===== src/rtl/usb_fs_tx_buffer_if.sv =====
// Transmitter-side pull interface of usb_fs_tx_buffer: packet start/PID, byte pull, end-of-packet.
// Handshake: tx_data is valid whenever tx_data_avail=1; a tx_data_get pulse pops it, a get without avail is ignored.
interface usb_fs_tx_buffer_if;
  logic       pkt_start;
  logic [3:0] pid;
  logic       tx_data_avail;
  logic       tx_data_get;
  logic [7:0] tx_data;
  logic       pkt_end;

  modport master (
    output pkt_start, pid, tx_data_avail, tx_data,
    input  tx_data_get, pkt_end
  );

  modport slave (
    input  pkt_start, pid, tx_data_avail, tx_data,
    output tx_data_get, pkt_end
  );
endinterface


===== src/rtl/usb_fs_tx_buffer.sv =====
// Packet transmit buffer feeding the USB FS transmitter: byte FIFO, packet commit FSM, pull interface.
// Define USB_TX_RETRY_EN to keep sent bytes until ack and allow replay on retry.
module usb_fs_tx_buffer #(
  parameter int ADDR_W  = 7,
  parameter int MAX_PKT = 64
) (
  input  logic              clk,
  input  logic              reset,
  input  logic              wr_en,
  input  logic [7:0]        wr_data,
  output logic              wr_full,
  output logic [ADDR_W:0]   level,
  input  logic              send_req,
  input  logic [3:0]        send_pid,
  output logic              busy,
  output logic              done,
  input  logic              ack,
  input  logic              retry,
  usb_fs_tx_buffer_if.master tx,
  output logic [2:0]        state_dbg
);

  localparam int              PTR_W    = ADDR_W + 1;
  localparam int              DEPTH    = 1 << ADDR_W;
  localparam logic [ADDR_W:0] MAX_LEN  = PTR_W'(MAX_PKT);
  localparam logic [ADDR_W:0] FULL_LVL = PTR_W'(DEPTH);

  typedef enum logic [2:0] {
    S_IDLE     = 3'd0,
    S_START    = 3'd1,
    S_SEND     = 3'd2,
    S_DONE     = 3'd3,
    S_WAIT_ACK = 3'd4
  } state_t;

  state_t          state;
  logic [7:0]      mem [DEPTH];
  logic [ADDR_W:0] wr_ptr, rd_ptr, base_ptr, end_ptr;
  logic [ADDR_W:0] pkt_len;
  logic            wr_accept;
  logic            pkt_start_q, done_q;
  logic [3:0]      pid_q;

  // Occupancy counts from base_ptr so bytes awaiting ack still hold their slots.
  assign level     = wr_ptr - base_ptr;
  assign wr_full   = (level == FULL_LVL);
  assign wr_accept = wr_en && !wr_full;
  assign pkt_len   = (level < MAX_LEN) ? level : MAX_LEN;

  assign busy      = (state != S_IDLE);
  assign done      = done_q;
  assign state_dbg = state;

  assign tx.pkt_start     = pkt_start_q;
  assign tx.pid           = pid_q;
  assign tx.tx_data_avail = (state == S_SEND) && (rd_ptr != end_ptr);
  assign tx.tx_data       = mem[rd_ptr[ADDR_W-1:0]];

  always_ff @(posedge clk) begin
    if (wr_accept) mem[wr_ptr[ADDR_W-1:0]] <= wr_data;
  end

`ifndef USB_TX_RETRY_EN
  logic unused_ctrl;
  assign unused_ctrl = ack ^ retry;
`endif

  always_ff @(posedge clk or negedge reset) begin
    if (!reset) begin
      state       <= S_IDLE;
      wr_ptr      <= '0;
      rd_ptr      <= '0;
      base_ptr    <= '0;
      end_ptr     <= '0;
      pid_q       <= 4'h0;
      pkt_start_q <= 1'b0;
      done_q      <= 1'b0;
    end else begin
      pkt_start_q <= 1'b0;
      done_q      <= 1'b0;
      if (wr_accept) wr_ptr <= wr_ptr + PTR_W'(1);

      case (state)
        S_IDLE: begin
          if (send_req) begin
            pid_q       <= send_pid;
            rd_ptr      <= base_ptr;
            // Handshake PIDs carry no payload; level here excludes a same-cycle write.
            end_ptr     <= (send_pid[1:0] == 2'b11) ? base_ptr + pkt_len : base_ptr;
            pkt_start_q <= 1'b1;
            state       <= S_START;
          end
        end
        S_START: state <= S_SEND;
        S_SEND: begin
          if (tx.tx_data_get && tx.tx_data_avail) rd_ptr <= rd_ptr + PTR_W'(1);
          if (tx.pkt_end) begin
            done_q <= 1'b1;
            state  <= S_DONE;
          end
        end
        S_DONE: begin
`ifdef USB_TX_RETRY_EN
          state <= S_WAIT_ACK;
`else
          base_ptr <= rd_ptr;
          state    <= S_IDLE;
`endif
        end
`ifdef USB_TX_RETRY_EN
        S_WAIT_ACK: begin
          if (ack) begin
            base_ptr <= rd_ptr;
            state    <= S_IDLE;
          end else if (retry) begin
            rd_ptr      <= base_ptr;
            pkt_start_q <= 1'b1;
            state       <= S_START;
          end
        end
`endif
        default: state <= S_IDLE;
      endcase
    end
  end

endmodule


===== src/flat_wrapper.sv =====
// flat-port wrapper written by rule: the top's interface ports become plain ports
module usb_fs_tx_buffer_flat 
#(
  parameter int ADDR_W  = 7,
  parameter int MAX_PKT = 64
)
  (clk, reset, wr_en, wr_data, wr_full, level, send_req, send_pid, busy, done, ack, retry, state_dbg, tx_pkt_start, tx_pid, tx_tx_data_avail, tx_tx_data, tx_tx_data_get, tx_pkt_end);
  usb_fs_tx_buffer_if tx_i ();
  input  logic clk;
  input  logic reset;
  input  logic wr_en;
  input  logic [7:0] wr_data;
  output logic wr_full;
  output logic [ADDR_W:0] level;
  input  logic send_req;
  input  logic [3:0] send_pid;
  output logic busy;
  output logic done;
  input  logic ack;
  input  logic retry;
  output logic [2:0] state_dbg;
  output wire logic [$bits(tx_i.pkt_start)-1:0] tx_pkt_start;
  output wire logic [$bits(tx_i.pid)-1:0] tx_pid;
  output wire logic [$bits(tx_i.tx_data_avail)-1:0] tx_tx_data_avail;
  output wire logic [$bits(tx_i.tx_data)-1:0] tx_tx_data;
  input wire logic [$bits(tx_i.tx_data_get)-1:0] tx_tx_data_get;
  input wire logic [$bits(tx_i.pkt_end)-1:0] tx_pkt_end;
  assign tx_pkt_start = tx_i.pkt_start;
  assign tx_pid = tx_i.pid;
  assign tx_tx_data_avail = tx_i.tx_data_avail;
  assign tx_tx_data = tx_i.tx_data;
  assign tx_i.tx_data_get = tx_tx_data_get;
  assign tx_i.pkt_end = tx_pkt_end;
  usb_fs_tx_buffer #(.ADDR_W(ADDR_W), .MAX_PKT(MAX_PKT)) u_core (.clk(clk), .reset(reset), .wr_en(wr_en), .wr_data(wr_data), .wr_full(wr_full), .level(level), .send_req(send_req), .send_pid(send_pid), .busy(busy), .done(done), .ack(ack), .retry(retry), .tx(tx_i), .state_dbg(state_dbg));
endmodule

===== config.mk =====
export PLATFORM = sky130hd
export DESIGN_NAME = usb_fs_tx_buffer_flat
export DESIGN_NICKNAME = d
export VERILOG_FILES = /design/src/rtl/usb_fs_tx_buffer_if.sv /design/src/rtl/usb_fs_tx_buffer.sv /design/src/flat_wrapper.sv
export SDC_FILE = /design/constraint.sdc
export NUM_CORES = 1
export LEC_CHECK = 0
export CAP_MARGIN = 20
export CORE_MARGIN = 3
export CORE_UTILIZATION = 55
export DETAILED_ROUTE_END_ITERATION = 8
export PLACE_DENSITY = 0.72
export REMOVE_ABC_BUFFERS = 1
export SYNTH_ARGS = -nofsm -noshare
export SYNTH_HDL_FRONTEND = slang
export SYNTH_SLANG_ARGS = --single-unit

===== constraint.sdc =====
create_clock -name clk -period 4.5 [get_ports clk]
set_input_delay 0.9 -clock clk [delete_from_list [all_inputs] [get_ports clk]]
set_output_delay 0.9 -clock clk [all_outputs]
set_load 0.03 [all_outputs]

Word level (Yosys, flattened, before mapping)
Memory sizes are Yosys's and may differ from the RTL's.
Index checks and enable logic that the tools add are counted.
W data, S select, Z words.
- register bits after elaboration: 41
- memory bits (writable): 1024
- input port bits: 20
- memories kept: 1
- memories (name ; words ; bits a word ; read ports ; clocked after memory_dff ; wr ports ; RTL line ; text):
    u_core.mem ; 128 ; 8 ; 1 ; 0 ; 1 ; usb_fs_tx_buffer.sv:37 ; logic [7:0] mem [DEPTH];
- reduce and logical (&&, ||, !) cells: 10
- $lt $le $gt $ge: 1
- eq/ne operators: 9
- multiplexer cells: 14
- add/sub/neg operators: 4
- operators by type and width (operator ; count):
    $mux W8 ; 4
    $add A8 B1 Y8 const B ; 2
    $pmux W8 S2 ; 1
    $pmux W3 S3 ; 1
    $add A8 B8 Y8 ; 1
    $eq A8 B8 Y1 const B ; 1
    $lt A8 B7 Y1 const B ; 1
    $ne A8 B8 Y1 ; 1
    $sub A8 B8 Y8 ; 1
    $eq A3 B2 Y1 const B ; 2
    $mux W1 ; 6
    $mux W3 ; 2
    $ne A2 B2 Y1 const B ; 3
    $reduce_and A2 Y1 ; 2
    $eq A3 B1 Y1 const B ; 1
    $logic_and A1 B1 Y1 ; 3
    $logic_not A3 Y1 ; 1
    $reduce_and A3 Y1 ; 1
    $reduce_bool A3 Y1 ; 1
    $eq A2 B2 Y1 const B ; 1
    $reduce_bool A2 Y1 ; 1
    $logic_not A1 Y1 ; 1

Depth between registers and ports, before layout
Gate-level depths: netlist (run 1).
- depth after elaboration: 6
- depth in mapped cells: 18

Worst setup path after synthesis (run 1)
OpenSTA, ideal clock, no wires.
- path type: register -> output
- start point: register u_core.wr_ptr[0]
- end point: output wr_full
- slack: 0.273 ns
- data required time: 3.600 ns
- cell stages (with the launch flop): 10
- data arrival time: 3.327 ns
- cells stage by stage: dfrtp_1 -> inv_1 -> ha_1 -> inv_1 -> fa_1 -> a211oi_1 -> nor2_1 -> xor2_1 -> or3_1 -> nor4_1
- cells in the longest elaborated chain, start to end: 2
- ends and longest elaborated chain (what ; RTL line ; text):
    start: declaration ; usb_fs_tx_buffer.sv:38 ; logic [ADDR_W:0] wr_ptr, rd_ptr, base_ptr, end_ptr;
    start signal: assignment ; usb_fs_tx_buffer.sv:81 ; if (wr_accept) wr_ptr <= wr_ptr + PTR_W'(1);
    $sub A8 B8 Y8 ; usb_fs_tx_buffer.sv:45 ; assign level = wr_ptr - base_ptr;
    named net level[4] ; flat_wrapper.sv:14 ; output logic [ADDR_W:0] level;
    $eq A8 B8 Y1 ; usb_fs_tx_buffer.sv:46 ; assign wr_full = (level == FULL_LVL);
    end: declaration ; flat_wrapper.sv:13 ; output logic wr_full;
The timed path passes the listed nets, and every way through them passes these cells.

Worst setup path in the final report (run 1)
- start point: register u_core.rd_ptr[0]
- end point: output tx_tx_data[4]
- cells in the longest elaborated chain, start to end: 1
- ends and longest elaborated chain (what ; RTL line ; text):
    start: declaration ; usb_fs_tx_buffer.sv:38 ;
    start signal: assignment ; usb_fs_tx_buffer.sv:87 ; rd_ptr <= base_ptr;
    start signal: assignment ; usb_fs_tx_buffer.sv:96 ; if (tx.tx_data_get && tx.tx_data_avail) rd_ptr <= rd_ptr + PTR_W'(1);
    $mem_v2 Z128 W8 ; - ;
    end: declaration ; flat_wrapper.sv:25 ; output wire logic [$bits(tx_i.tx_data)-1:0] tx_tx_data;
Every way passes these cells.

==> results of run 1 <==
==> layout by cell type (no fill, tap or decap), drive strengths merged, types with 6 or more instances in the layout <==
cell | synthesis | layout
nand2 | 59 | 59
nor2 | 172 | 172
ha | 18 | 18
mux4 | 275 | 275
nor3 | 12 | 12
buf | 89 | 170
a221oi | 14 | 14
xor2 | 15 | 15
a21oi | 44 | 44
clkdlybuf4s50 | 0 | 26
nand3 | 25 | 25
inv | 23 | 26
mux2i | 39 | 39
mux2 | 14 | 14
nor2b | 28 | 28
o21ai | 35 | 35
clkinv | 1 | 52
and2 | 8 | 8
xnor2 | 8 | 8
a22oi | 23 | 23
edfxtp | 1024 | 1024
bufinv | 0 | 11
nand2b | 6 | 6
or4 | 7 | 7
clkbuf | 26 | 119
a211oi | 8 | 8
dfrtp | 40 | 40
a22o | 6 | 6
o22ai | 21 | 21
==> cell type report <==
type                            count  share of cell area, %
Tap cell                         1030                   2.65
Clock inverter                     69                   1.33
Sequential cell                  1064                   65.3
Timing Repair Buffer              199                   4.26
Inverter                           24                  0.185
Multi-Input combinational cell    897                   20.9
Clock buffer                      118                   5.41
==> where the power goes <==
part	internal [mW]	switching [mW]	total (mW)
logic	5.38	6.83	12.2
registers	11.2	0.315	11.6
clock network	4.82	3.62	8.44
total	21.4	10.8	32.2
==> what timing repair did <==
action,in CTS,in global routing
gates resized for setup,47,27
cloned,3,1
setup endpoints to repair,8,13
pin swaps,6,3
buffers inserted,17,7
==> flip-flops by register name, summed over array words and instances (netlist names) <==
signal and cells:
u_core.tx.pid 4, u_core.done 1, u_core.base_ptr 8, u_core.mem 1024, u_core.rd_ptr 8, u_core.state_dbg 2
u_core.tx.pkt_start 1, u_core.wr_ptr 8, u_core.end_ptr 8
==> cells by family (layout without fill, tap and decap cells) <==
logic type                 Yosys count  count (layout)  share of synthesized area, %
buffers and inverters              139             410                          1.85
and+or+nand+nor                    342             342                          3.68
muxes                              328             328                          15.9
adders and majority gates           20              20                         0.624
DFF                               1064            1064                          74.7
other                                1               1                       0.00882
AOI/OAI and AO/OA                  183             183                          2.84
xor gates and xnor gates            23              23                         0.491
==> worst paths after layout <==
| check | start | endpoint | slack [ps] | cells past startpoint |
|---|---|---|---|---|
| worst max-delay path | u_core.rd_ptr[0] | tx_tx_data[4] | 60 | 9 |
| worst min-delay path | reset | u_core.wr_ptr[7] | 380 | 1 |
| worst max register to register | u_core.wr_ptr[0] | u_core.mem[43][2] | 370 | 12 |
| worst min register to register | u_core.tx.pid[1] | u_core.tx.pid[1] | 470 | 2 |
| max in group asynchronous | reset | u_core.rd_ptr[0] | 3380 | 1 |
| min in group clk | u_core.tx.pid[1] | u_core.tx.pid[1] | 470 | 2 |
==> metal layers <==
layer / vias up / track usage [%] / part of all wire (%)
met1: 11400 / 36.2 / 38
met2: 1184 / 40.0 / 48
met4: 0 / 9.36 / 3.6
li1: 9013 / - / -
met5: - / 0 / 0
met3: 204 / 5.24 / 9.8
==> through the flow <==
| step | worst slack [ps] | util [%] | power, mW |
|---|---|---|---|
| after floorplan | -6970 | - | 18.7 |
| after CTS | -0.133 | 63.4 | 32.0 |
| after global routing | 0.973 | 63.7 | 33.4 |
| final | 61.4 | 63.7 | 32.2 |
| after global placement | 259 | 58.5 | 22.9 |
| after detailed placement | 258 | 58.5 | 23.0 |
==> reports/qor.yml, run 1 <==
sta:
  slew_headroom_pct: 28.6
  holdWs_ps: 383
  tightest_slew_ps: 1070
  fin_crit_ps: 4440
  setup_viol: 0
  hold_viol_final: 0
  rsz0062_at_grt: "false"
  finClkSkew_ps: 37.6
  fin_crit_sh_pct: 98.6
  fmax_ghz: 0.225
  slew_viol_final: 0
  timing.setup.tns_ps: 0
layout:
  n_antenna_cell: 0
  area_delta_synth_final_pct: 14.4
  final_area_sq_um: 48700
  fillCellCount: 5053
  finalNetCount: 2328
  multi_input_area_sq_um: 10200
  regArea_sq_um: 31800
  drive_gt1_share_pct: 27.6
  fin_cells: 3401
detailed_routing:
  via_per_inst: 6.42
  drtIter0Drc: 3027
  finalWirelength_mm: 102
  wl_per_cell_microns: 30.1
  num_vias: 21800
  detail-route-antenna-nets: 0
  drtPass1Iterations: 7
  drcViolationCount: 0
floorplanning:
  io_pins: 48
  die_area_sq_um: 80700
  coreArea_sq_um: 76300
  initial_core_util_pct: 55.7
  die_x_microns: 284
  num_rows: 101
  die_h_microns: 284
logic_synthesis:
  syn_area_sq_um: 42500
  yosys_warnings: 0
  yosys-top-cells-area: "edfxtp_1 (72%), mux4_2 (15%), dfrtp_1 (2.4%), nor2_1 (1.5%), mux2i_1 (0.92%)"
  ys_ff_latch: 1064
  yosysTopAreaCell: "edfxtp_1"
  ys.flop_type: "edfxtp_1"
  synth_edf_count: 1024
  syn_inst: 2100
  yosysUniqueCellTypes: 64
  synth_common_cells: "edfxtp_1 (1024), mux4_2 (275), nor2_1 (171)"
  ys_async_sr_fraction_pct: 3.76
  synth-seq-area-share_pct: 74.7
  yosysMostFrequentCell: "edfxtp_1"
  synth.avg_cell_area_sq_um: 20.3
  synth_top_area_share_pct: 72.3
job:
  max-cap-violations: 0
place:
  post-dp-hpwl_mm: 62.4
  dp_cells: 3186
  dpl_cell_area_sq_um: 44700
  gp_congestion: 0.820
  io_buffers: 44
clock_tree:
  clk_root_buffer_cell: "clkbuf_16"
  insertion_delay_ps: 660
  clk_pin_slew_worst_paths_ps: 60
  clock_sinks: 1064
  clockBufferDepth: 3
  cts-buffers-inserted: 102
  hold_buffers: 0
  cts_tree: "done"
  cts-htree-levels: 3
pwr:
  leakagePower_nw: 15.7
  powerDensity_nw_per_um2: 662
  ir_drop_uv: 755
global_route:
  gr-total-overflow: 0
  grt_start_max_net_pins: 104
  track_usage_pct: 25.5
  grt_pass1_wl_mm: 150
  antenna_found_initial: 0
  grt_pass1_vias: 22000
setup_path:
  cp_top_family: "multiplexers"
  slowest_stage: "mux4_2"
  cp-start-kind: "flip-flop"
  crit_required_ps: 3600
  crit_type: "flip-flop to output port"
  critPathMaxStageDelay_ps: 590
  worst-path-max-fanout: 14
  critPathBufInv: 4
  arrival_ps: 3540
  end_kind: "output port"
  path_cells: "buf_12 > buf_4 > buf_12 > mux4_2 > mux4_2 > nor2b_1 > a21oi_2 > o211ai_1 > buf_4"
status:
  status: "finished clean"
hold_path:
  hold_class: "input pin to asynchronous set/reset pin"
No activity file was read; power rests on OpenSTA's default activity.
==> run 2, diff against run 1 <==
--- a/config.mk
+++ b/config.mk
@@ -5,12 +5,14 @@
 export SDC_FILE = /design/constraint.sdc
 export NUM_CORES = 1
 export LEC_CHECK = 0
+export ABC_CLOCK_PERIOD_IN_PS = 4500
 export CAP_MARGIN = 20
 export CORE_MARGIN = 3
 export CORE_UTILIZATION = 55
 export DETAILED_ROUTE_END_ITERATION = 8
 export PLACE_DENSITY = 0.72
 export REMOVE_ABC_BUFFERS = 1
+export SLEW_MARGIN = 25
 export SYNTH_ARGS = -nofsm -noshare
 export SYNTH_HDL_FRONTEND = slang
 export SYNTH_SLANG_ARGS = --single-unit
==> reports/qor.yml, run 2 (synthesis gave the netlist of run 1 again) <==
setup_path:
  end_kind: "output port"
  arrival_ps: 3530  # about the same
  worst-path-max-fanout: 10  # -4
  crit_start: "u_core.rd_ptr[1]"
  r2r_start: "u_core.wr_ptr[0]"
  reg2reg_to: "u_core.mem[43][2]"
  crit_type: "flip-flop to output port"
  crit_required_ps: 3600  # about the same
  cp-start-kind: "flip-flop"
  crit_end: "tx_tx_data[6]"
  reg2reg_depth: 12  # unchanged
  regToRegSetupSlack_ps: 360  # about the same
pwr:
  finalPower_mw: 32.2  # about the same
  p_seq_share_pct: 35.9  # about the same
  clkPwrFrac_pct: 26.2  # about the same
  p_comb_share_pct: 37.9  # about the same
  ir_drop_uv: 754  # -0.17%
  leakagePower_nw: 15.7  # -0.14%
  power.internal_mw: 21.4  # about the same
  p_switching_mw: 10.8  # about the same
  switching_share_pct: 33.4  # about the same
  powerDensity_nw_per_um2: 662  # about the same
sta:
  finClkSkew_ps: 35.9  # -1.75 ps
  hold_viol_final: 0  # unchanged
  rsz0062_at_grt: "false"
  slew_headroom_pct: 32.8  # +4.2 points
  tightest_slew_ps: 1010  # -62.3 ps
  fin_crit_ps: 4430  # -7.48 ps
  slew_viol_final: 0  # unchanged
  fmax_ghz: 0.226  # +0.17%
  fin_crit_sh_pct: 98.5  # -0.17 points
  timing.setup.tns_ps: 0  # unchanged
  setup_viol: 0  # unchanged
clock_tree:
  insertion_delay_ps: 660  # about the same
  cts-htree-levels: 3  # unchanged
  clk_pin_slew_worst_paths_ps: 60  # about the same
  cts-buffers-inserted: 102  # unchanged
  clock_sinks: 1064  # unchanged
  cts_tree: "done"
  clk_root_buffer_cell: "clkbuf_16"
  clockBufferDepth: 3  # unchanged
layout:
  drive_gt1_share_pct: 27.6  # -0.061 points
  n_antenna_cell: 0  # unchanged
  area_delta_synth_final_pct: 14.3  # about the same
  final_area_sq_um: 48600  # about the same
  fin_util_pct: 63.7  # about the same
  largest_register_ffs: 1024  # unchanged
  finalNetCount: 2326  # -0.086%
  final_common_cell: "edfxtp_1"
  fillCellCount: 5056  # +0.059%
  final_cell_mix: "edfxtp_1 (1024), mux4_2 (275), nor2_1 (171)"
  fin_cells: 3399  # -0.059%
  regArea_sq_um: 31800  # unchanged
  multi_input_area_sq_um: 10200  # unchanged
floorplanning:
  die_h_microns: 284  # unchanged
  coreArea_sq_um: 76300  # unchanged
  num_rows: 101  # unchanged
  io_pins: 48  # unchanged
  die_area_sq_um: 80700  # unchanged
  die_x_microns: 284  # unchanged
  initial_core_util_pct: 55.7  # unchanged
detailed_routing:
  wl_per_cell_microns: 30.1  # about the same
  via_per_inst: 6.44  # +0.32%
  detail-route-antenna-nets: 0  # unchanged
  finalWirelength_mm: 102  # about the same
  drtPass1Iterations: 5  # -2
  num_vias: 21900  # +0.26%
  drcViolationCount: 0  # unchanged
  drtIter0Drc: 3073  # +1.5%
global_route:
  grt_start_max_net_pins: 104  # unchanged
  grt_pass1_wl_mm: 150  # unchanged
  track_usage_pct: 25.5  # unchanged
  gr-total-overflow: 0  # unchanged
  antenna_found_initial: 0  # unchanged
  grt_pass1_vias: 22000  # unchanged
place:
  dpl_cell_area_sq_um: 44700  # unchanged
  gp_congestion: 0.820  # unchanged
  dp_cells: 3186  # unchanged
  io_buffers: 44  # unchanged
  post-dp-hpwl_mm: 62.4  # unchanged
status:
  status: "finished clean"
job:
  max-cap-violations: 0  # unchanged
hold_path:
  hold_class: "input pin to asynchronous set/reset pin"
## run 2: cell count changes in the layout (fill, tap and decap cells not counted), sizes merged
cell,change
buf,-2
## run 2: final cells by class
cell class	instances	area share [%]
tap	1030	2.65
sequential	1064	65.3
timing repair buffer	197	4.17
multi-input combinational	897	20.9
clock buffer	118	5.42
clock inverter	69	1.33
inverter	24	0.185
## run 2: per-stage QoR
step           setup slack, ps  hold slack (ps)
2_1_floorplan            -6970              462
3_3_place_gp               259              466
3_5_place_dp               258              465
4_1_cts                 -0.133              373
5_1_grt                  0.973              428
6_report                  68.9              373
## run 2: metal layers
layer,GRT usage [%],vias up,routed length (microns)
met1,36.2,11500,39500
li1,-,9015,-
met3,5.24,209,9950
met2,40.0,1225,49200
met4,9.36,0,3660
met5,0,-,0
## run 2: repair_timing
item,4_1_cts,5_1_grt
setup endpoints to repair,8,13
hold endpoints to repair,0,0
hold buffers,0,0
setup buffers,17,7
pin swaps,6,3
gates resized for setup,47,27
gates cloned,3,1
## run 2: worst min-delay path by stage
stage,end,slack (ps),depth (start not counted)
floorplan,u_core.wr_ptr[7],460,1
global placement,u_core.tx.pid[2],470,2
detailed placement,u_core.tx.pid[1],460,2
CTS,u_core.wr_ptr[7],370,1
global route,u_core.wr_ptr[7],430,1
finish,u_core.wr_ptr[7],370,1
## run 2: worst max-delay path, cell delays in order, from the launching register on
cell and delay (ps):
dfrtp_4 460, buf_12 210, buf_12 200, buf_12 170, mux4_2 580, mux4_2 530
a2111oi_2 420, a211oi_2 130, buf_12 180
## run 2: power groups by stage
| stage | combinational (mW) | clock (mW) | sequential [mW] |
|---|---|---|---|
| 3_3_place_gp | 11.0 | 0 | 11.8 |
| 3_5_place_dp | 11.2 | 0 | 11.9 |
| 2_1_floorplan | 6.24 | 0 | 12.5 |
| 5_1_grt | 12.8 | 8.94 | 11.6 |
| 6_report | 12.2 | 8.43 | 11.6 |
| 4_1_cts | 11.9 | 8.51 | 11.6 |
==> run 3, diff against run 2 <==
--- a/config.mk
+++ b/config.mk
@@ -5,12 +5,11 @@
 export SDC_FILE = /design/constraint.sdc
 export NUM_CORES = 1
 export LEC_CHECK = 0
-export ABC_CLOCK_PERIOD_IN_PS = 4500
-export CAP_MARGIN = 20
+export ABC_CLOCK_PERIOD_IN_PS = 4870
 export CORE_MARGIN = 3
-export CORE_UTILIZATION = 55
+export CORE_UTILIZATION = 45
 export DETAILED_ROUTE_END_ITERATION = 8
-export PLACE_DENSITY = 0.72
+export PLACE_DENSITY = 0.61
 export REMOVE_ABC_BUFFERS = 1
 export SLEW_MARGIN = 25
 export SYNTH_ARGS = -nofsm -noshare
==> constraint.sdc (replaced) <==
create_clock -name clk -period 4.87 [get_ports clk]
set_input_delay 0.974 -clock clk [delete_from_list [all_inputs] [get_ports clk]]
set_output_delay 0.974 -clock clk [all_outputs]
set_load 0.03 [all_outputs]
==> reports/qor.yml, run 3 (synthesis gave the netlist of run 1 again) <==
status:
  status: "finished clean"
clock_tree:
  clk_root_buffer_cell: "clkbuf_16"
  clock_sinks: 1064  # unchanged
  cts-htree-levels: 3  # unchanged
  insertion_delay_ps: 660  # about the same
  clockBufferDepth: 3  # unchanged
  cts-buffers-inserted: 102  # unchanged
  cts_tree: "done"
  clk_pin_slew_worst_paths_ps: 70  # about the same
  hold_buffers: 0  # unchanged
sta:
  finClkSkew_ps: 30.6  # -5.32 ps
  tightest_slew_ps: 1120  # +114 ps
  hold_viol_final: 0  # unchanged
  setup_viol: 0  # unchanged
  slew_headroom_pct: 24.9  # -7.9 points
  fmax_ghz: 0.206
  fin_crit_sh_pct: 99.5
  fin_crit_ps: 4840
  slew_viol_final: 0  # unchanged
layout:
  final_common_cell: "edfxtp_1"
  area_delta_synth_final_pct: 13.3
  fillCellCount: 7431  # +47%
  finalNetCount: 2288  # -1.6%
  drive_gt1_share_pct: 25.2  # -2.4 points
  final_cell_mix: "edfxtp_1 (1024), mux4_2 (275), nor2_1 (171)"
  fin_cells: 3578  # +5.3%
  largest_register_ffs: 1024  # unchanged
  n_antenna_cell: 0  # unchanged
  final_area_sq_um: 48200  # -0.90%
pwr:
  powerDensity_nw_per_um2: 599  # -9.6%
  ir_drop_uv: 570  # -24%
  leakagePower_nw: 15.3  # -2.4%
setup_path:
  arrival_ps: 3870  # +340 ps
  path_cells: "buf_12 > buf_4 > mux4_2 > mux4_2 > nor2b_1 > a2111oi_1 > a211oi_2 > buf_4"
  cp_top_family: "multiplexers"
  cp-start-kind: "flip-flop"
  slowest_stage: "dfrtp_4"
  critPathMaxStageDelay_ps: 650  # +70 ps
  worst-path-max-fanout: 36  # +26
  critPathBufInv: 3  # -1
  crit_start: "u_core.rd_ptr[2]"
  crit_type: "flip-flop to output port"
  r2r_start: "u_core.wr_ptr[0]"
  end_kind: "output port"
  crit_required_ps: 3900  # +300 ps
  regToRegSetupSlack_ps: 430  # +70 ps
global_route:
  gr-total-overflow: 0  # unchanged
  track_usage_pct: 21.3  # -4.2 points
  grt_start_max_net_pins: 98  # -5.8%
  antenna_found_initial: 1  # +1
  grt_pass1_vias: 21800  # -0.73%
  grt_pass1_wl_mm: 153  # +1.9%
detailed_routing:
  detail-route-antenna-nets: 0  # unchanged
  drtPass1Iterations: 5  # unchanged
  wl_per_cell_microns: 29.0  # -3.8%
  finalWirelength_mm: 104  # +1.3%
  drtIter0Drc: 2134  # -31%
  drcViolationCount: 0  # unchanged
  via_per_inst: 5.93  # -7.9%
  num_vias: 21200  # -3.1%
place:
  post-dp-hpwl_mm: 65.1  # +4.3%
  io_buffers: 44  # unchanged
  dpl_cell_area_sq_um: 44800  # +0.29%
  gp_congestion: 0.824  # +0.51%
  dp_cells: 3386  # +6.3%
floorplanning:
  io_pins: 48  # unchanged
  num_rows: 112  # +11%
  initial_core_util_pct: 45.5  # -10 points
  die_h_microns: 313  # +10%
  die_area_sq_um: 98200  # +22%
  coreArea_sq_um: 93500  # +22%
  die_x_microns: 313  # +10%
hold_path:
  hold_class: "input pin to asynchronous set/reset pin"
job:
  max-cap-violations: 0  # unchanged
-- run 3: changes by cell type in the layout (fill, tap and decap cells not counted), moves of 3 or more --
cell	previous run	this run
a2111oi_2	3	0
clkinv_2	27	19
buf_4	125	100
buf_8	5	0
clkinv_1	23	20
bufinv_16	11	5
buf_6	11	4
a221oi_1	9	14
clkbuf_1	14	24
a221oi_2	4	0
-- run 3: layout make-up --
| class | count | area [sq um] | share of cell area, % |
|---|---|---|---|
| inverter | 24 | 90.1 | 0.187 |
| clock buffer | 127 | 2670 | 5.54 |
| timing repair buffer | 159 | 1640 | 3.41 |
| clock inverter | 53 | 412 | 0.855 |
| sequential | 1064 | 31800 | 65.9 |
| tap | 1254 | 1570 | 3.26 |
| multi-input combinational | 897 | 10000 | 20.8 |
-- run 3: final timing paths --
kind	endpoint	cells past startpoint
worst min-delay path	u_core.tx.pid[2]	1
worst min register to register	u_core.tx.pid[0]	2
min in group clk	u_core.tx.pid[0]	2
worst max-delay path	tx_tx_data[2]	8
max in group asynchronous	u_core.rd_ptr[1]	2
worst max register to register	u_core.mem[48][2]	11
-- run 3: what timing repair did --
| action | 4_1_cts | 5_1_grt |
|---|---|---|
| endpoints found under the setup margin | 9 | 9 |
| pin swaps | 0 | 1 |
| setup buffers | 8 | 1 |
| gates resized for setup | 5 | 13 |
| gates cloned | 1 | 0 |
-- run 3: report_power, final --
group	internal, mW	switching [mW]
clock network	4.13	3.32
logic	4.54	6.11
registers	10.4	0.369
-- run 3: per-layer routing --
| layer | GRT usage, % | part of all wire, % | up-vias | wire length (microns) |
|---|---|---|---|---|
| li1 | - | - | 8924 | - |
| met1 | 30.6 | 42 | 11400 | 43700 |
| met2 | 34.1 | 49 | 755 | 50300 |
| met3 | 4.12 | 7.1 | 143 | 7400 |
| met4 | 5.29 | 2.1 | 2 | 2220 |
| met5 | 0 | 0.0068 | - | 7 |
-- run 3: worst reg2reg max path, stage by stage (launching register included) --
cell,delay (ps)
dfrtp_1,480
inv_1,180
ha_1,190
inv_1,50
fa_1,390
a211oi_1,380
nor2_1,110
xor2_1,250
or3_1,240
o41ai_4,150
or4_4,730
nor2_1,880
-- run 3: per-stage QoR --
stage          setup TNS, ps  hold WS (ps)  setup slack [ps]  util, %  power, mW
6_report                   0           197              25.5     51.5       28.9
5_1_grt                 -147           202              -147     51.5       30.0
4_1_cts                    0           474              20.3     51.4       28.9
3_5_place_dp               0           462               451     47.9       21.3
3_3_place_gp               0           468               462     47.9       21.2
2_1_floorplan         -96350           462             -6670        -       17.5
==> edit, RTL diff (settings of run 3) <==
`ADDR_W` is set to 7 in 2 places; all go to 6.
--- a/src/rtl/usb_fs_tx_buffer.sv
+++ b/src/rtl/usb_fs_tx_buffer.sv
@@ -2,5 +2,5 @@
 // Define USB_TX_RETRY_EN to keep sent bytes until ack and allow replay on retry.
 module usb_fs_tx_buffer #(
-  parameter int ADDR_W  = 7,
+  parameter int ADDR_W  = 6,
   parameter int MAX_PKT = 64
 ) (
--- a/src/flat_wrapper.sv
+++ b/src/flat_wrapper.sv
@@ -2,5 +2,5 @@
 module usb_fs_tx_buffer_flat 
 #(
-  parameter int ADDR_W  = 7,
+  parameter int ADDR_W  = 6,
   parameter int MAX_PKT = 64
 )
Interface: changed (resized level); port bits go from 48 to 47. No check against the original RTL was run, so the function may have changed too.
==> edit against run 3 <==
Count of clock-buffer cells in the layout decreased by 65. Register-to-register slack improved by 120 ps. Power decreased by 47%. Synthesized area decreased by 47%. Sequential power decreased by 46%. Worst setup slack improved by 130 ps. Wire length decreased by 51%. Highest routed layer is now met4. Sequential cell count decreased by 516. Core utilization increased by 1.9 points. Cell area decreased by 46%. Clock power decreased by 44%. Critical path depth decreased by 1.
==> edit: results (changes against run 3) <==
[placed_design]
dp_hpwl_mm = 32.1  ; -51%
place_area_um2 = 24400  ; -46%
routabilityCongestion = 0.836  ; +1.4%
place_ws_ps = 602  ; +151 ps
port_buffers = 43  ; -2.3%

[sta]
relSlewSlack = 0.338  ; +0.0894
fin_skew_ps = 12.6  ; -17.9 ps
whs_ps = 471  ; +273 ps
max_freq_ghz = 0.212  ; +2.7%

[route]
wl_met1_mm = 21.8  ; -50%
drt_pass1_iterations = 5  ; unchanged
wl_met2_mm = 24.6  ; -51%
first_iter_violations = 1064  ; -50%
vias = 11331  ; -47%
dr_wl_met3_mm = 2.90  ; -61%
wl_per_cell_um = 25.5  ; -12%
top_layer_used = met4

[worst_setup_path]
path_max_fanout = 34  ; -5.6%
worst_r2r_endpoint = u_core.end_ptr[6]$_DFFE_PN0P_
cp-endpoint = tx_tx_data[2]
cp.arrival_ps = 3740  ; -130 ps
worst_path_max_delay_cell = dfrtp_4
max_stage_delay_ps = 790  ; +140 ps
reg2reg_from = u_core.wr_ptr[0]$_DFFE_PN0P_
worst-r2r-setup-slack_ps = 550  ; +120 ps
startpoint = u_core.rd_ptr[1]$_DFFE_PN0P_
reg2reg_depth = 16  ; +5

[global_route]
grt_max_degree = 65  ; -34%
grt_pass1_wl_mm = 76.5  ; -50%
grt_pass1_vias = 11883  ; -46%
grt_usage = 0.197  ; -0.0158
antenna_found_initial = 0  ; -1

[logic_synthesis]
synth_cell_types = 59  ; -7.8%
ys_async_sr_fraction = 0.0657  ; +0.0281
synthTopCellsByCount = edfxtp_1, mux4_2, nor2_1
synthAdderAreaFrac = 0.0107  ; +0.00449
synth_edf_count = 512  ; -50%
synth_compound_area_frac = 0.0300  ; +0.00160
seq_area_frac_synth = 0.727  ; -0.0195
synth_xor_area_frac = 0.00665  ; +0.00174
synthTopCellsByArea = edfxtp_1, mux4_2, dfrtp_1
synth_mux_area_frac = 0.165  ; +0.00692

[floorplan]
start_util = 0.456  ; +0.00139

[power_and_ir_drop]
p_leak_uw = 0.00848  ; -45%
ir_drop_uv = 288  ; -50%

[clocking]
h-tree-depth = 2  ; -1
cts_inserted_buffers = 54  ; -47%
worst_skew_pair.late_latency_ps = 600  ; -60 ps

[cells_and_area]
nNetsFinal = 1315  ; -43%
drive_gt1_frac = 0.312  ; +0.0604
diodes = 0  ; unchanged
largest_register_ff_count = 512  ; -50%

[job]
max-cap-violations = 0  ; unchanged

[run_status]
outcome = complete, no violations

==> edit: final cells by class <==
type	count	area (um2)
clock buffer	62	1450
multi-input combinational	493	5870
timing repair buffer	158	1340
tap	664	831
fill	3891	22800
sequential	548	16300
clock inverter	40	365
inverter	22	82.6
==> edit: routing by layer <==
metal,vias to the layer above,global-route usage
met3,81,0.0350
li1,4958,-
met5,-,0
met4,0,0.0620
met1,5942,0.279
met2,350,0.317
==> edit: stage by stage <==
| step | setup TNS (ps) | cells | total power (uW) |
|---|---|---|---|
| 6_report | 0 | 1987 | 15300 |
| 5_1_grt | 0 | 1987 | 16100 |
| 4_1_cts | 0 | 1985 | 15500 |
| 3_5_place_dp | 0 | 1883 | 11300 |
| 3_3_place_gp | 0 | 1883 | 11200 |
| 2_1_floorplan | -35830 | 1063 | 9390 |
==> edit: kinds of logic (layout without fill, tap and decap cells) <==
logic type                 count (synthesis)  count (layout)
muxes                                    173             173
DFF                                      548             548
AOI/OAI and AO/OA                         92              92
other                                      1               1
xor gates and xnor gates                  17              17
adders and majority gates                 18              18
buffers and inverters                     88             282
and+or+nand+nor                          192             192
==> edit: worst max-delay path: cells and delay by family (launching register included) <==
kind	cells	cell delay, ps
buf+inv	3	1170
compound gates	1	190
simple gates	1	70
mux	2	880
flops	1	790
==> edit: what timing repair did <==
action,CTS,global route
gates resized for setup,2,2
buffers inserted,0,2
pin swaps,0,1
setup endpoints to repair,2,3
==> edit: power breakdown <==
| group | switching, uW | internal, uW | leakage (uW) |
|---|---|---|---|
| Clock | 1740 | 2450 | 0.000881 |
| Sequential | 319 | 5440 | 0.00505 |
| Combinational | 3070 | 2320 | 0.00256 |
